`src/rtl/fwd_hazard_unit.sv`:
```
// -----------------------------------------------------------------------------
// fwd_hazard_unit
//   Forwarding and load-use hazard unit placed beside the ID/EX boundary.
//   It keeps its own shadow pipeline of destination tags from EX (stage 0)
//   down to the last forwarding stage (stage DEPTH). From that pipeline it
//   produces per-operand forward selects for the EX instruction. It also
//   detects load-use hazards at ID, requests a stall and inserts a bubble.
//
//   Optional feature: define HAZARD_STATS_EN to build saturating stall and
//   forward counters. Without it, stall_cnt_o and fwd_cnt_o are tied to 0.
//
// Ports
//   clk_i          rising-edge clock
//   rst_ni         asynchronous active-low reset
//   hold_i         freeze all tracker state (no shift, no latch)
//   flush_i        kill the ID instruction so it never enters EX
//   id_valid_i     ID instruction valid
//   id_rd_i        ID destination register
//   id_regwrite_i  ID instruction writes the register file
//   id_is_load_i   ID instruction is a load
//   id_src_i       ID source addresses, operand i at [i*AW +: AW]
//   id_src_used_i  per-operand "source actually read" flag
//   stall_o        hold PC and IF/ID this cycle
//   fwd_sel_o      per-operand select for EX: 0 = regfile, k = stage k
//   stall_cnt_o    saturating stall-cycle count (HAZARD_STATS_EN)
//   fwd_cnt_o      saturating non-zero-forward count (HAZARD_STATS_EN)
// -----------------------------------------------------------------------------
module fwd_hazard_unit #(
  parameter int AW         = 5,
  parameter int NSRC       = 2,
  parameter int DEPTH      = 2,
  parameter int LOAD_STAGE = 2,
  parameter int SELW       = $clog2(DEPTH + 1)
) (
  input  logic                 clk_i,
  input  logic                 rst_ni,
  input  logic                 hold_i,
  input  logic                 flush_i,
  input  logic                 id_valid_i,
  input  logic [AW-1:0]        id_rd_i,
  input  logic                 id_regwrite_i,
  input  logic                 id_is_load_i,
  input  logic [NSRC*AW-1:0]   id_src_i,
  input  logic [NSRC-1:0]      id_src_used_i,
  output logic                 stall_o,
  output logic [NSRC*SELW-1:0] fwd_sel_o,
  output logic [15:0]          stall_cnt_o,
  output logic [15:0]          fwd_cnt_o
);

  // Shadow pipeline, index 0 = instruction currently in EX.
  logic [DEPTH:0]               v_q, v_d;
  logic [DEPTH:0]               wr_q, wr_d;
  logic [DEPTH:0]               ld_q, ld_d;
  logic [DEPTH:0][AW-1:0]       rd_q, rd_d;
  logic [NSRC-1:0][AW-1:0]      ex_src_q, ex_src_d;
  logic [NSRC-1:0]              ex_used_q, ex_used_d;

  logic [DEPTH:0]               prod_s;
  logic [NSRC-1:0][SELW-1:0]    sel_s;
  logic                         hit_s;
  logic                         stall_s;
  logic                         take_s;

  // Producer qualifier: valid, writes, and not r0.
  always_comb begin
    for (int s = 0; s <= DEPTH; s++) begin
      prod_s[s] = v_q[s] & wr_q[s] & (rd_q[s] != {AW{1'b0}});
    end
  end

  // Forward select: scan oldest to youngest so the youngest match wins.
  // A load in a stage that does not yet carry load data never qualifies.
  always_comb begin
    for (int i = 0; i < NSRC; i++) begin
      sel_s[i] = {SELW{1'b0}};
      for (int k = DEPTH; k >= 1; k--) begin
        if (ex_used_q[i] && prod_s[k] && (rd_q[k] == ex_src_q[i]) &&
            !((k < LOAD_STAGE) && ld_q[k])) begin
          sel_s[i] = SELW'(k);
        end else begin
          sel_s[i] = sel_s[i];
        end
      end
    end
  end

  // Load-use detection against loads still short of their data stage.
  always_comb begin
    hit_s = 1'b0;
    for (int i = 0; i < NSRC; i++) begin
      for (int s = 0; s < LOAD_STAGE - 1; s++) begin
        if (id_src_used_i[i] && prod_s[s] && ld_q[s] &&
            (rd_q[s] == id_src_i[i*AW +: AW])) begin
          hit_s = 1'b1;
        end else begin
          hit_s = hit_s;
        end
      end
    end
  end

  // Flush overrides stall; the killed instruction becomes a bubble anyway.
  assign stall_s   = id_valid_i & ~flush_i & hit_s;
  assign take_s    = id_valid_i & ~stall_s & ~flush_i;
  assign stall_o   = stall_s;
  assign fwd_sel_o = sel_s;

  // Next state: shift the tag pipeline and latch ID or a bubble into EX.
  always_comb begin
    v_d       = v_q;
    wr_d      = wr_q;
    ld_d      = ld_q;
    rd_d      = rd_q;
    ex_src_d  = ex_src_q;
    ex_used_d = ex_used_q;
    if (!hold_i) begin
      v_d[DEPTH:1]  = v_q[DEPTH-1:0];
      wr_d[DEPTH:1] = wr_q[DEPTH-1:0];
      ld_d[DEPTH:1] = ld_q[DEPTH-1:0];
      rd_d[DEPTH:1] = rd_q[DEPTH-1:0];
      if (take_s) begin
        v_d[0]    = 1'b1;
        wr_d[0]   = id_regwrite_i;
        ld_d[0]   = id_is_load_i;
        rd_d[0]   = id_rd_i;
        ex_src_d  = id_src_i;
        ex_used_d = id_src_used_i;
      end else begin
        v_d[0]    = 1'b0;
        ex_used_d = {NSRC{1'b0}};
      end
    end else begin
      v_d = v_q;
    end
  end

  // Tag pipeline state register.
  always_ff @(posedge clk_i or negedge rst_ni) begin
    if (!rst_ni) begin
      v_q       <= '0;
      wr_q      <= '0;
      ld_q      <= '0;
      rd_q      <= '0;
      ex_src_q  <= '0;
      ex_used_q <= '0;
    end else begin
      v_q       <= v_d;
      wr_q      <= wr_d;
      ld_q      <= ld_d;
      rd_q      <= rd_d;
      ex_src_q  <= ex_src_d;
      ex_used_q <= ex_used_d;
    end
  end

  // Load flags of stages at or past LOAD_STAGE are carried but never read.
  logic unused_ld_s;
  assign unused_ld_s = ^ld_q;

`ifdef HAZARD_STATS_EN
  logic [15:0] stall_cnt_q, stall_cnt_d;
  logic [15:0] fwd_cnt_q, fwd_cnt_d;

  // Saturating event counters, frozen while hold is high.
  always_comb begin
    stall_cnt_d = stall_cnt_q;
    fwd_cnt_d   = fwd_cnt_q;
    if (!hold_i && stall_s && (stall_cnt_q != 16'hFFFF)) begin
      stall_cnt_d = stall_cnt_q + 16'h0001;
    end else begin
      stall_cnt_d = stall_cnt_q;
    end
    if (!hold_i && (|sel_s) && (fwd_cnt_q != 16'hFFFF)) begin
      fwd_cnt_d = fwd_cnt_q + 16'h0001;
    end else begin
      fwd_cnt_d = fwd_cnt_q;
    end
  end

  // Counter registers.
  always_ff @(posedge clk_i or negedge rst_ni) begin
    if (!rst_ni) begin
      stall_cnt_q <= 16'h0000;
      fwd_cnt_q   <= 16'h0000;
    end else begin
      stall_cnt_q <= stall_cnt_d;
      fwd_cnt_q   <= fwd_cnt_d;
    end
  end

  assign stall_cnt_o = stall_cnt_q;
  assign fwd_cnt_o   = fwd_cnt_q;
`else
  assign stall_cnt_o = 16'h0000;
  assign fwd_cnt_o   = 16'h0000;
`endif

endmodule
```
`config.mk`:
```
export PLATFORM = sky130hd
export DESIGN_NAME = fwd_hazard_unit
export DESIGN_NICKNAME = d
export VERILOG_FILES = /design/src/rtl/fwd_hazard_unit.sv
export SDC_FILE = /design/constraint.sdc
export NUM_CORES = 1
export LEC_CHECK = 0
export CORE_MARGIN = 3
export CORE_UTILIZATION = 42
export CTS_BUF_LIST = sky130_fd_sc_hd__clkbuf_16
export CTS_CLUSTER_SIZE = 25
export DETAILED_ROUTE_END_ITERATION = 8
export PLACE_DENSITY = 0.76
export SYNTH_ARGS = -nofsm -noshare
export SYNTH_HDL_FRONTEND = slang
export SYNTH_SLANG_ARGS = --single-unit
```
`constraint.sdc`:
```
create_clock -name clk_i -period 1.7 [get_ports clk_i]
set_input_delay 0.17 -clock clk_i [delete_from_list [all_inputs] [get_ports clk_i]]
set_output_delay 0.17 -clock clk_i [all_outputs]
set_load 0.01 [all_outputs]
```
After elaboration in Yosys (flattened, before gate mapping)
Index checks and enable logic that the tools add are counted.
W data, S select, Z words.
{"block": "op_classes", "eq_ne": 6, "n_mux": 8, "n_bitwise": 13, "reduce_logical": 21}
{"operator": "$eq A5 B5 Y1", "count": 6}
{"operator": "$logic_and A1 B1 Y1", "count": 16}
{"operator": "$reduce_bool A5 Y1", "count": 3}
{"operator": "$and A1 B1 Y1", "count": 10}
{"operator": "$mux W2", "count": 5}
{"operator": "$mux W1", "count": 3}
{"operator": "$not A1 Y1", "count": 3}
{"operator": "$reduce_and A2 Y1", "count": 1}
{"operator": "$logic_not A1 Y1", "count": 1}
{"block": "word_totals", "regBits": 35, "inputBits": 24}

Longest topological paths before layout
{"block": "depth", "depth_word": 12, "mapped_depth": 6, "depth_no_buf": 5}

Least setup slack after synthesis
Ideal clock, no wire load.
{"block": "synth_path", "path_type": "reg2reg", "start": "register rd_q[0] (netlist bit)", "end": "register ex_src_q[0] (netlist bit)", "setup_time_ns": 0.125, "arrival_ns": 1.625, "required_ns": 1.575, "slack_ns": -0.050, "stages_incl_launch_ff": 6, "path_buffers": 1, "synth_period_minus_slack_ns": 1.750, "cell_sequence": "dfrtp_1 > nor3_1 > a21oi_1 > a2111oi_4 > buf_6 > mux2_2"}
{"block": "synth_via", "elab_chain_cells": 12, "word_cells_on_any_way": 17}
{"element": "from (decl)", "line_no": "55", "source": "logic [DEPTH:0][AW-1:0] rd_q, rd_d;"}
{"element": "from (signal assigned)", "line_no": "151", "source": "rd_q <= rd_d;"}
{"element": "$reduce_bool A5 Y1", "line_no": "68", "source": "prod_s[s] = v_q[s] & wr_q[s] & (rd_q[s] != {AW{1'b0}});"}
{"element": "$and A1 B1 Y1", "line_no": "68"}
{"element": "$logic_and A1 B1 Y1 (3 in a row)", "line_no": "93", "source": "if (id_src_used_i[i] && prod_s[s] && ld_q[s] &&"}
{"element": "$mux W1", "line_no": "93"}
{"element": "$mux W1 *", "line_no": "93"}
{"element": "$and A1 B1 Y1 *", "line_no": "104", "source": "assign stall_s = id_valid_i & ~flush_i & hit_s;"}
{"element": "$not A1 Y1 *", "line_no": "105", "source": "assign take_s = id_valid_i & ~stall_s & ~flush_i;"}
{"element": "$and A1 B1 Y1 * (2 in a row)", "line_no": "105"}
{"element": "$reduce_and A2 Y1 (no source line) *"}
{"element": "to (signal assigned)", "line_no": "152", "source": "ex_src_q <= ex_src_d;"}
{"element": "to (decl)", "line_no": "56", "source": "logic [NSRC-1:0][AW-1:0] ex_src_q, ex_src_d;"}
Every way passes the cells marked *; elsewhere a longest branch is shown, timed or not.
A chain may end at the register's enable or synchronous reset.

Worst setup path in the final report
{"block": "layout_path", "start": "register rd_q[7] (netlist bit)", "end": "output fwd_sel_o[1]"}
{"block": "layout_via", "elab_chain_cells": 6, "word_cells_on_any_way": 7}
{"element": "$reduce_bool A5 Y1", "line_no": "68"}
{"element": "$and A1 B1 Y1", "line_no": "68"}
{"element": "$logic_and A1 B1 Y1", "line_no": "78", "source": "if (ex_used_q[i] && prod_s[k] && (rd_q[k] == ex_src_q[i]) &&"}
{"element": "$logic_and A1 B1 Y1 * (2 in a row)", "line_no": "78"}
{"element": "$mux W2 *", "line_no": "78"}
{"element": "to (decl)", "line_no": "46", "source": "output logic [NSRC*SELW-1:0] fwd_sel_o,"}
Marks and branches as above.

==> flow_metrics.py <==
metrics = {
    "clock_network": {
        "numClockSinks": 35,
        "cts_tree": "done",
        "htreeDepth": 2,
        "path_clk_slew_ps": 50,
        "root_buffer": "clkbuf_16",
        "cts_buffers": 5,
        "clk_latency_ps": 280,
        "cts_hold_buf": 0,
        "clock_path_buffers": 2,
    },
    "die": {
        "die_area_um2": 5592,
        "core.rowCount": 24,
        "coreArea_um2": 4474,
        "start_util_pct": 44.41,
        "die_w_um": 74.78,
        "pin_count": 61,
        "die_h_um": 74.78,
    },
    "critical_path": {
        "slowest_delay_ps": 560,
        "arrival_ps": 1860,
        "cp_max_fo": 2,
        "r2r-start": "rd_q[1]",
        "r2r-end": "ex_src_q[1]",
        "path_cells": "or4_4, o21ai_4, nor2_2, buf_4, nor3_2, buf_2",
        "worstSetupStartpointType": "register",
        "crit_required_ps": 1530,
        "crit_buf_inv": 2,
        "crit_family": "simple AND/OR/NAND/NOR gates",
        "worstSetupEndpointType": "primary output",
        "reg2regPathDepth": 8,
        "r2r_slack_ps": -330,
        "slowest_stage": "or4_4",
        "crit_type": "register to primary output",
        "startpoint": "rd_q[7]",
    },
    "final_layout": {
        "final_core_util_pct": 63.09,
        "layout.nets": 261,
        "final_common_cell": "conb_1",
        "mostFrequentLayoutCells": "conb_1, dfrtp_1, buf_4",
        "syn2layout_area_growth_pct": 42.07,
        "num_antenna_cells": 0,
        "drive_above_1_share_pct": 43.28,
        "fin_cells": 290,
    },
    "place": {
        "gp_congestion": 0.7501,
        "hpwlAfterDp_um": 2948,
        "port_buffers": 28,
        "dp.cells": 272,
    },
    "synthesis": {
        "ys_seq_area_share_pct": 44.08,
        "synth_cell_types": 24,
        "async_flop_share_pct": 100.0,
        "yosysWarningCount": 0,
        "synth_flop_cell": "dfrtp_1",
        "syn_avg_cell_area_um2": 11.83,
        "syn_area_um2": 1987,
        "synth-edff-count": 0,
        "ys_ff_latch": 35,
        "syn_inst": 168,
    },
    "worst_hold_path": {
        "hold_path.class": "input port to asynchronous set/reset pin",
    },
    "sta": {
        "fin_crit_sh_pct": 119.7,
        "setup_ws_ps": -334.5,
        "min_period_ps": 2035,
        "fmax_ghz": 0.4915,
        "finalSetupViolations": 24,
        "finalMaxSlewViolations": 0,
        "rsz0062_at_grt": "true",
        "fin_worst_skew_ps": 2.488,
        "final_hold_viol_count": 0,
    },
    "power_and_ir_drop": {
        "power.density_nw_per_um2": 1051,
        "leakage_uw": 0.001290,
        "ir_worst_vdd_mv": 0.7738,
    },
    "global_route": {
        "grt_max_degree": 36,
        "grt.total_usage_pct": 15.40,
        "antenna_found_initial": 0,
        "grt-ovfl-total": 0,
        "grt_pass1_vias": 1275,
        "grt_pass1_wl_um": 6306,
    },
    "routing": {
        "wl_um": 4636,
        "postRouteAntennaNets": 0,
        "drc": 0,
        "first_pass_iters": 6,
        "num_vias": 1403,
        "drtIter0Drc": 20,
        "via_per_inst": 4.838,
        "drt-wirelength-per-cell_um": 15.99,
    },
    "status": {
        "violations": "setup timing",
        "status": "finished with violations",
    },
    "run": {
        "cap_violations": 0,
    },
}
registers in the layout, indices dropped and copies added, names as in the netlist:
signal	cells
rd_q	15
ex_src_q	10
v_q	3
wr_q	3
ex_used_q	2
ld_q	2
synth_stat cells (all sizes together) (2+ instances only):
cell / number / share of area, %
nor2: 4 / 0.76
nor3: 4 / 1.0
nand4: 2 / 0.63
buf: 34 / 13
nand2: 4 / 0.76
mux2: 32 / 18
or4: 2 / 0.76
dfrtp: 35 / 44
nand3: 5 / 1.3
a22o: 2 / 0.88
xor2: 16 / 7.1
nor4: 4 / 1.3
clkbuf: 2 / 0.38
xnor2: 14 / 6.2
area by class of cell:
| cell class | instances | area, µm² |
|---|---|---|
| clock buffer | 5 | 125.1 |
| clock inverter | 3 | 12.51 |
| fill | 347 | 1652 |
| inverter | 1 | 3.754 |
| multi-input combinational | 127 | 1092 |
| sequential | 35 | 882.1 |
| tap | 52 | 65.06 |
| timing repair buffer | 67 | 641.9 |
kinds of logic (layout without fill, tap and decap cells):
group                  Yosys count  count (layout)  share of synthesized area, %
multiplexers                    32              32                         18.14
flip-flops                      35              35                         44.08
XOR/XNOR                        30              30                         13.22
other                            1              32                        0.1887
buffers and inverters           37              76                         13.79
AND/OR/NAND/NOR                 25              25                         6.422
AO/OA/AOI/OAI                    8               8                         4.156
through the flow:
stage	worst slack, ps	hold WS (ps)	total power (µW)	instance area (µm²)	TNS (ps)
floorplan	-24.15	-125.6	1653	2126	-306.1
global placement	-444.3	494.9	1928	2431	-8085
detailed placement	-446.5	500.5	1955	2431	-8284
CTS	-334.1	328.3	2855	2630	-5690
global route	-396.8	363.0	3110	2823	-8337
finish	-334.5	322.0	2968	2823	-6799
metal layers:
metal  wire (µm)  global-route usage (%)
met1        1938                   19.51
met2        2374                   24.88
met3         241                   4.139
met4          81                   6.522
met5           0                       0
worst max path at each step:
stage | endpoint | cells after the start
floorplan | ex_src_q[0] | 6
finish | fwd_sel_o[1] | 6
global placement | stall_o | 7
global route | fwd_sel_o[1] | 6
CTS | fwd_sel_o[3] | 6
detailed placement | fwd_sel_o[3] | 5
worst register-to-register path: stages (launching register included):
cell	delay, ps
dfrtp_2	470
xnor2_1	150
nand2_1	110
o22ai_2	80
buf_4	140
a2111oi_4	310
buf_6	190
clkbuf_16	160
mux2_4	300
power breakdown:
group          internal [µW]  switching [µW]  total (µW)
Combinational            562             353         915
Sequential              1010             200        1210
Clock                    528             317         845
what timing repair did:
action,CTS,global route
endpoints found under the hold margin,0,0
pin swaps,12,4
setup buffers,4,5
gates cloned,0,3
setup endpoints to repair,22,25
resized for setup,40,24
Power figures use the tool's default switching activity.
==> edit (config.mk and constraints unchanged) <==
Take the reset off `rd_q` and `ex_src_q` and load them in a clocked block of their own.
--- a/src/rtl/fwd_hazard_unit.sv
+++ b/src/rtl/fwd_hazard_unit.sv
@@ -141,17 +141,18 @@
       v_q       <= '0;
       wr_q      <= '0;
       ld_q      <= '0;
-      rd_q      <= '0;
-      ex_src_q  <= '0;
       ex_used_q <= '0;
     end else begin
       v_q       <= v_d;
       wr_q      <= wr_d;
       ld_q      <= ld_d;
-      rd_q      <= rd_d;
-      ex_src_q  <= ex_src_d;
       ex_used_q <= ex_used_d;
     end
+  end
+
+  always_ff @(posedge clk_i) begin
+    rd_q     <= rd_d;
+    ex_src_q <= ex_src_d;
   end
 
   // Load flags of stages at or past LOAD_STAGE are carried but never read.
Formal check against the unedited RTL: no difference found for any inputs over 10 cycles, from zero or initial values and one cycle with rst_ni low; that may be too few to reach the edited logic, so the function may still have changed.
==> edit against the original RTL <==
  * The flow still finishes with violations (setup timing)
  * Highest routed layer unchanged
  * Maximum frequency grew 5.5%
  * Core utilization shrank 0.53 points
  * First-iteration DRC count grew 65%
  * Synthesized area shrank 8.7%
  * Sequential cell count is the same
  * Wire length shrank 23%
  * Sequential share of layout area grew 7.9 points
  * Largest cell class is now registers
  * Cell area shrank 9.4%
  * Worst setup slack gained 0.11 ns
Power is not compared: it rests on default switching activity, and its combinational part moved more than twofold at a synthesized area within 25%.
==> edit: results <==
{
  "status": "complete, but fails checks",
  "failed_checks": "setup timing",
  "grt_max_degree": 14,
  "grt.total_usage": 0.1496,
  "yosysUniqueCellTypes": 27,
  "fin_ws_ns": -0.2277,
  "vias_per_cell": 4.589,
  "cp.arrival_ns": 1.76,
  "ys_seq_area_frac": 0.5517,
  "dpl_cell_area_um2": 2245,
  "setup_viol": 25,
  "hpwl_um": 2719,
  "pre_cts_slack_ns": -0.3963,
  "syn_inst": 142,
  "setup_tns_ns": -3.981,
  "gp_congestion": 0.8208,
  "yosys-top-cells-area": "edfxtp_1, dfrtp_1, buf_4, xnor2_1, xor2_1",
  "cts_resized": 31,
  "synth_common_cells": "buf_4, edfxtp_1, xnor2_1",
  "post_cts_buffers": 12,
  "drt-pass1-iter-count": 5,
  "finish.net_count": 238,
  "nFillCells": 315,
  "drive_above_1_share": 0.3163,
  "grt_pass1_vias": 1257,
  "fin_cells": 265
}
-- edit: power breakdown --
part | switching [mW] | total, mW | internal [mW]
clock | 0.302 | 0.827 | 0.525
combinational | 0.154 | 0.367 | 0.212
sequential | 0.0485 | 1.04 | 0.992
-- edit: final cells by class --
class	count	area, um2	share of cell area
timing repair buffer	67	598.1	0.2340
clock buffer	5	125.1	0.04895
multi-input combinational	100	739.5	0.2893
clock inverter	3	11.26	0.004405
sequential	35	1001	0.3916
tap	50	62.56	0.02447
inverter	5	18.77	0.007342
-- edit: critical path, stage by stage, from the launching register on --
cell and delay [ns]:
edfxtp_1 0.39, or4_1 0.54, o211ai_1 0.23, buf_4 0.14, nor3_1 0.04, buf_2 0.14
-- edit: per-layer routing --
metal,global-route usage,vias to the layer above,part of all wire
li1,-,585,-
met1,0.1766,565,0.40
met2,0.2551,59,0.51
met3,0.04208,7,0.066
met4,0.06263,0,0.024
met5,0,-,0
-- edit: kinds of logic after synthesis --
group / after synthesis / share of synthesized area
buffers and inverters: 38 / 0.1448
DFF: 35 / 0.5517
xor gates and xnor gates: 27 / 0.1303
and+or+nand+nor: 23 / 0.06759
AOI/OAI and AO/OA: 11 / 0.06000
muxes: 7 / 0.04345
other: 1 / 0.002067
-- edit: final timing paths --
kind                                 to  cells past startpoint       start  slack, ns
min in group clk_i              rd_q[3]                      1  id_rd_i[3]       0.45
max in group asynchronous  ex_used_q[0]                      1      rst_ni       1.21
max reg2reg                     wr_q[0]                      6     rd_q[0]      -0.22
min reg2reg                     wr_q[2]                      1     wr_q[2]       0.51
max                        fwd_sel_o[1]                      5    rd_q[13]      -0.23
min                             ld_q[0]                      1      rst_ni       0.20
